===== src/rtl/mc_ctrl.sv =====
// Multi-cycle MIPS control FSM: sequences fetch, PC update, decode,
// execute, memory and writeback, and drives the PC load strobe.
module mc_ctrl (
    input  logic       clk,
    input  logic       rst,
    input  logic [5:0] opcode,
    input  logic [5:0] funct,
    input  logic       zero,
    output logic       write_pc,
    output logic [1:0] pcsource,
    output logic       ir_write,
    output logic       mem_read,
    output logic       mem_write,
    output logic       iord,
    output logic       reg_write,
    output logic       reg_dst,
    output logic       mem_to_reg,
    output logic       alu_src_a,
    output logic [1:0] alu_src_b,
    output logic [2:0] alu_ctrl,
    output logic       aluout_we,
    output logic [3:0] state
);

    localparam logic [5:0] OP_RTYPE = 6'h00;
    localparam logic [5:0] OP_LW    = 6'h23;
    localparam logic [5:0] OP_SW    = 6'h2B;
    localparam logic [5:0] OP_BEQ   = 6'h04;
    localparam logic [5:0] OP_BNE   = 6'h05;
    localparam logic [5:0] OP_J     = 6'h02;
    localparam logic [5:0] OP_ADDI  = 6'h08;

    localparam logic [5:0] FN_ADD = 6'h20;
    localparam logic [5:0] FN_SUB = 6'h22;
    localparam logic [5:0] FN_AND = 6'h24;
    localparam logic [5:0] FN_OR  = 6'h25;
    localparam logic [5:0] FN_SLT = 6'h2A;

    localparam logic [2:0] ALU_ADD = 3'b010;
    localparam logic [2:0] ALU_SUB = 3'b110;
    localparam logic [2:0] ALU_AND = 3'b000;
    localparam logic [2:0] ALU_OR  = 3'b001;
    localparam logic [2:0] ALU_SLT = 3'b111;

    typedef enum logic [3:0] {
        S_IF  = 4'd0,
        S_PCU = 4'd1,
        S_ID  = 4'd2,
        S_EXR = 4'd3,
        S_WBR = 4'd4,
        S_EXI = 4'd5,
        S_WBI = 4'd6,
        S_MA  = 4'd7,
        S_MRD = 4'd8,
        S_WBM = 4'd9,
        S_MWR = 4'd10,
        S_BR  = 4'd11,
        S_BRU = 4'd12,
        S_JMP = 4'd13
    } state_t;

    state_t state_q;
    state_t state_d;
    logic   write_pc_q;
    logic   write_pc_d;
    logic   funct_ok;

    // Recognised R-type function codes; anything else aborts to fetch.
    always_comb begin
        funct_ok = 1'b0;
        case (funct)
            FN_ADD, FN_SUB, FN_AND, FN_OR, FN_SLT: funct_ok = 1'b1;
            default:                               funct_ok = 1'b0;
        endcase
    end

    // Next-state and datapath controls decoded from the current state.
    always_comb begin
        state_d    = S_IF;
        pcsource   = 2'b00;
        ir_write   = 1'b0;
        mem_read   = 1'b0;
        mem_write  = 1'b0;
        iord       = 1'b0;
        reg_write  = 1'b0;
        reg_dst    = 1'b0;
        mem_to_reg = 1'b0;
        alu_src_a  = 1'b0;
        alu_src_b  = 2'b00;
        alu_ctrl   = 3'b000;
        aluout_we  = 1'b0;
        case (state_q)
            S_IF: begin
                mem_read  = 1'b1;
                ir_write  = 1'b1;
                alu_src_b = 2'b01;
                alu_ctrl  = ALU_ADD;
                state_d   = S_PCU;
            end
            S_PCU: begin
                alu_src_b = 2'b01;
                alu_ctrl  = ALU_ADD;
                state_d   = S_ID;
            end
            S_ID: begin
                alu_src_b = 2'b11;
                alu_ctrl  = ALU_ADD;
                aluout_we = 1'b1;
                if (opcode == OP_J) pcsource = 2'b10;
                case (opcode)
                    OP_RTYPE:     state_d = funct_ok ? S_EXR : S_IF;
                    OP_ADDI:      state_d = S_EXI;
                    OP_LW, OP_SW: state_d = S_MA;
                    OP_BEQ,
                    OP_BNE:       state_d = S_BR;
                    OP_J:         state_d = S_JMP;
                    default:      state_d = S_IF;
                endcase
            end
            S_EXR: begin
                alu_src_a = 1'b1;
                alu_src_b = 2'b00;
                aluout_we = 1'b1;
                case (funct)
                    FN_ADD:  alu_ctrl = ALU_ADD;
                    FN_SUB:  alu_ctrl = ALU_SUB;
                    FN_AND:  alu_ctrl = ALU_AND;
                    FN_OR:   alu_ctrl = ALU_OR;
                    FN_SLT:  alu_ctrl = ALU_SLT;
                    default: alu_ctrl = ALU_ADD;
                endcase
                state_d = S_WBR;
            end
            S_WBR: begin
                reg_write = 1'b1;
                reg_dst   = 1'b1;
                state_d   = S_IF;
            end
            S_EXI: begin
                alu_src_a = 1'b1;
                alu_src_b = 2'b10;
                alu_ctrl  = ALU_ADD;
                aluout_we = 1'b1;
                state_d   = S_WBI;
            end
            S_WBI: begin
                reg_write = 1'b1;
                state_d   = S_IF;
            end
            S_MA: begin
                alu_src_a = 1'b1;
                alu_src_b = 2'b10;
                alu_ctrl  = ALU_ADD;
                aluout_we = 1'b1;
                state_d   = (opcode == OP_LW) ? S_MRD : S_MWR;
            end
            S_MRD: begin
                mem_read = 1'b1;
                iord     = 1'b1;
                state_d  = S_WBM;
            end
            S_WBM: begin
                reg_write  = 1'b1;
                mem_to_reg = 1'b1;
                state_d    = S_IF;
            end
            S_MWR: begin
                mem_write = 1'b1;
                iord      = 1'b1;
                state_d   = S_IF;
            end
            S_BR: begin
                // ALUOut keeps the branch target computed in decode.
                alu_src_a = 1'b1;
                alu_src_b = 2'b00;
                alu_ctrl  = ALU_SUB;
                pcsource  = 2'b01;
                if (((opcode == OP_BEQ) && zero) ||
                    ((opcode == OP_BNE) && !zero))
                    state_d = S_BRU;
                else
                    state_d = S_IF;
            end
            S_BRU: begin
                pcsource = 2'b01;
                state_d  = S_IF;
            end
            S_JMP: begin
                pcsource = 2'b10;
                state_d  = S_IF;
            end
            default: state_d = S_IF;
        endcase
    end

    // PC strobe is registered so it is glitch-free; it rises on entry
    // to the states that update the PC.
    always_comb begin
        write_pc_d = 1'b0;
        if (!rst) begin
            write_pc_d = (state_d == S_PCU) ||
                         (state_d == S_BRU) ||
                         (state_d == S_JMP);
        end
    end

    // State and strobe registers with synchronous reset.
    always_ff @(posedge clk) begin
        if (rst) begin
            state_q    <= S_IF;
            write_pc_q <= 1'b0;
        end else begin
            state_q    <= state_d;
            write_pc_q <= write_pc_d;
        end
    end

    assign write_pc = write_pc_q;
    assign state    = state_q;

endmodule


===== config.mk =====
export PLATFORM = sky130hd
export DESIGN_NAME = mc_ctrl
export DESIGN_NICKNAME = d
export VERILOG_FILES = /design/src/rtl/mc_ctrl.sv
export SDC_FILE = /design/constraint.sdc
export NUM_CORES = 1
export LEC_CHECK = 0
export ABC_AREA = 1
export CAP_MARGIN = 40
export CORE_MARGIN = 5
export CORE_UTILIZATION = 33
export DETAILED_ROUTE_END_ITERATION = 8
export PLACE_DENSITY = 0.79
export SLEW_MARGIN = 40
export SYNTH_ARGS = -nofsm -noshare
export SYNTH_HDL_FRONTEND = slang
export SYNTH_SLANG_ARGS = --single-unit

===== constraint.sdc =====
create_clock -name clk -period 1 [get_ports clk]
set_input_delay 0.25 -clock clk [delete_from_list [all_inputs] [get_ports clk]]
set_output_delay 0.25 -clock clk [all_outputs]
set_load 0.02 [all_outputs]

==> flow_metrics.tcl, run 1 <==
set metrics [dict create \
    hold_buffers 0 \
    worstEndpointType "output port" \
    dpl.cell_count 200 \
    haltStage "global routing (5_1_grt)" \
    place_congestion 0.747 \
    synth.avg_cell_area_sq_um 5.22 \
    ys_seq_area_share_pct 16.5 \
    io_pins 36 \
    synth-seq-cells 5 \
    status "aborted with a tool error" \
    synth_top_family_by_area "simple AND/OR/NAND/NOR gates" \
    syn_inst 116 \
    synth_compound_area_share_pct 12.0 \
    die_h_um 52.8 \
    postGrtWorstEndpoint "alu_ctrl[1]" \
    synth_xor_area_share_pct 0 \
    initial_core_util_pct 35.1 \
    grt_max_degree 6 \
    synth.distinct_cells 20 \
    syn-num-nets 131 \
    synth_mux_area_share_pct 0 \
    synthSimpleGateAreaFrac_pct 57.9 \
    error_line "[ERROR DPL-0038] Utilization greater than 100%, impossible to legalize" \
    rows 15 \
    ys_warn_count 0 \
    ctsHtreeMaxLevel 1 \
    fp.dieW_um 52.8 \
    dp_slack_ns -1.20 \
    syn_area_sq_um 606 \
    cts.root.buffer_cell "clkbuf_4" \
    post-dp-hpwl_um 1950 \
    numCtsBuffers 3 \
    io_buffers 35 \
    clkSinkCount 5 \
    cts_max_path_buffers 2 \
    synth_fa_ha_area_share_pct 0 \
]
cells by family after synthesis:
group                  after synthesis
AND/OR/NAND/NOR                     77
buffers and inverters               22
AO/OA/AOI/OAI                       12
flip-flops                           5
timing repair:
item | CTS
pin swaps | 25
gates resized for setup | 180
setup endpoints to repair | 26
buffers inserted | 7
Yosys cell counts:
cell / instances / share of area, %
inv_2: 3 / 1.9
nand4_1: 3 / 3.1
a21oi_1: 3 / 2.5
o21a_1: 1 / 1.2
o21ai_0: 3 / 2.5
nand3_2: 1 / 1.7
o21ai_1: 1 / 0.83
inv_1: 19 / 12
nand2_2: 5 / 5.2
dfxtp_1: 5 / 17
and3_1: 1 / 1.0
nand3_1: 13 / 11
nor2_1: 25 / 15
nand2_1: 23 / 14
nand3b_1: 1 / 1.2
o32ai_1: 1 / 1.4
o22ai_1: 1 / 1.0
a21oi_2: 1 / 1.4
a31oi_1: 1 / 1.0
nor2_2: 5 / 5.2
metrics by stage:
step	setup TNS, ns	cell area [sq um]	hold WS (ns)
4_1_cts	-7.90	1530	0.585
2_1_floorplan	-1.79	751	0.309
3_5_place_dp	-15.98	1330	0.720
3_3_place_gp	-15.60	1330	0.711
==> inputs of run 2 (changes only) <==
- CORE_AREA: not set -> 5 5 66 68
- CORE_MARGIN: 5 -> not set
- CORE_UTILIZATION: 33 -> not set
- DIE_AREA: not set -> 0 0 71 73
- PLACE_DENSITY: 0.79 -> not set
- PLACE_DENSITY_LB_ADDON: not set -> 0.15
- clock period: 1 -> 1.3 ns (I/O delays scaled with it)
==> run 2 against run 1 <==
The flow now finishes, with violations (setup timing). Synthesized cell count unchanged. Area after synthesis unchanged.
==> flow_metrics.tcl, run 2 <==
set metrics [dict create \
    mostFrequentLayoutCell "buf_4" \
    route.antenna.remaining_nets 0 \
    yosysTopAreaCellShare_pct 16.5 \
    worstSetupStartpoint "state[3]" \
    async_flop_share_pct 0 \
    core_region_area_sq_um 3800 \
    grt_max_degree 6 \
    relSlewSlack_pct 85.8 \
    antennaDiodeCount 0 \
    cp_max_fo 4 \
    wl_per_cell_um 11.3 \
    hold_viol_final 0 \
    powerDensity_nw_per_um2 585 \
    yosys-top-cells-count "nor2_1 (25), nand2_1 (23), inv_1 (19)" \
    numCtsBuffers 3 \
    dieArea_sq_um 5180 \
    ctsHtreeMaxLevel 1 \
    drcViolationCount 0 \
    peakVddDrop_mv 0.166 \
    synthSimpleGateAreaFrac_pct 57.9 \
    largest_register_ffs 4 \
    drive_above_1_share_pct 70.2 \
    first_iter_violations 19 \
    synthTopCellsByArea "dfxtp_1 (17%), nor2_1 (15%), nand2_1 (14%)" \
    fillers 401 \
    timing.setup.critical_path_class "reg -> out" \
    violations "setup timing" \
    fp.dieW_um 71 \
    hold_path_class "in -> reg" \
    initial_core_util_pct 15.9 \
    grt_pass1_vias 1037 \
    post-dp-hpwl_um 2070 \
    synth.avg_cell_area_sq_um 5.22 \
    cts_tree "yes" \
    synth_mux_area_share_pct 0 \
    holdWs_ns 0.686 \
    synth-seq-cells 5 \
    cts.root.buffer_cell "clkbuf_8" \
    reg2reg_from "state[0]" \
    yosysMostFrequentCell "nor2_1" \
    post-route-min-period_ns 1.52 \
    drt-total-wl_um 2720 \
    finish.utilization_pct 43.0 \
    fin_ws_ns -0.223 \
    synth_ff_type "dfxtp_1" \
    fin_crit_sh_pct 117 \
    antenna_found_initial 0 \
    status "finished with violations" \
    min-delay-start "opcode[0]" \
    place_congestion 0.841 \
    clk_latency_ns 0.22 \
    layout_common_cells "buf_4 (31), buf_6 (22), nor2_4 (17)" \
    synth_edf_count 0 \
    clock_skew_ns 0.00128 \
    dr.pass1.iters 4 \
    vias 997 \
    rows 23 \
    synth_xor_area_share_pct 0 \
    maxCapViolCount 0 \
    dp_slack_ns -1.03 \
    cts.clk_slew.worst_paths_ns 0.04 \
    io_pins 36 \
    slew_viol_final 0 \
    io_buffers 35 \
    die_h_um 73 \
    clkSinkCount 5 \
    syn_area_sq_um 606 \
    cp.arrival_ns 1.20 \
    cp-start-kind "flip-flop" \
    synth_compound_area_share_pct 12.0 \
    grt_pass1_wl_um 4400 \
    tightest_slew_ns 0.212 \
    synth.distinct_cells 20 \
    grt-ovfl-total 0 \
    rsz0062_at_grt "true" \
    syn_inst 116 \
    final_nets 207 \
    ys_warn_count 0 \
    required_ns 0.98 \
    ys_seq_area_share_pct 16.5 \
    synth_top_family_by_area "simple AND/OR/NAND/NOR gates" \
    max_freq_mhz 657 \
    p_leak_uw 0.000764 \
    synth_fa_ha_area_share_pct 0 \
    setup_violations 17 \
    synth_area_leader_cell "dfxtp_1" \
    syn-num-nets 131 \
    cts_max_path_buffers 2 \
    crit_path_end_kind "output port" \
    hold_buffers 0 \
    grtUsageTotal_pct 10.4 \
    area_growth_pct 169 \
    routed_via_density 4.14 \
]
[run 2: cell counts after synthesis]
No cell type changed its count.
[run 2: final cells by class]
cell class | count | area (sq um) | share of cell area (%)
clock buffer | 4 | 45.0 | 2.76
inverter | 22 | 92.6 | 5.67
multi-input combinational | 89 | 714 | 43.8
sequential | 5 | 110 | 6.75
tap | 50 | 62.6 | 3.83
timing repair buffer | 71 | 607 | 37.2
[run 2: power by group]
part / internal (uW) / switching [uW] / leakage (uW)
clock: 210 / 70.9 / 0.0000228
sequential: 167 / 10.7 / 0.0000433
combinational: 230 / 265 / 0.000698
[run 2: kinds of logic after synthesis]
| kind of cell | count (synthesis) |
|---|---|
| AO/OA/AOI/OAI | 12 |
| buffers and inverters | 22 |
| flip-flops | 5 |
| AND/OR/NAND/NOR | 77 |
[run 2: worst paths after layout]
kind	endpoint	slack, ns	depth (start not counted)
setup / recovery	aluout_we	-0.22	7
setup reg to reg	write_pc	-0.07	10
hold reg to reg	state[1]	0.70	3
hold / removal	state[3]	0.69	7
[run 2: worst max-delay path: stages (launching register included)]
cell and delay, ns:
dfxtp_2 0.34, inv_2 0.06, nand2_4 0.07, buf_6 0.13, nor2_4 0.05, nor2_4 0.13, nand2_2 0.07, buf_6 0.13
[run 2: what timing repair did]
item	in CTS	in global routing
setup buffers	7	7
endpoints found under the setup margin	26	23
gates resized for setup	171	56
hold endpoints to repair	0	0
pin swaps	19	25
[run 2: layer usage]
metal / GRT usage, % / up-vias / wire [um]
met5: 0 / - / 0
met4: 2.51 / 0 / 31
met3: 2.34 / 4 / 189
met2: 20.6 / 33 / 1460
met1: 10.9 / 440 / 1040
li1: - / 520 / -
[run 2: metrics by stage]
| step | setup TNS [ns] | instance area, sq um | total power, uW | cells |
|---|---|---|---|---|
| 3_5_place_dp | -11.15 | 1270 | 557 | 228 |
| 4_1_cts | -3.13 | 1500 | 922 | 238 |
| 6_report | -2.73 | 1630 | 954 | 241 |
| 5_1_grt | -3.58 | 1630 | 1010 | 241 |
| 2_1_floorplan | -0.0674 | 651 | 343 | 116 |
| 3_3_place_gp | -11.11 | 1270 | 555 | 228 |
No activity file was read; power rests on OpenSTA's default activity.
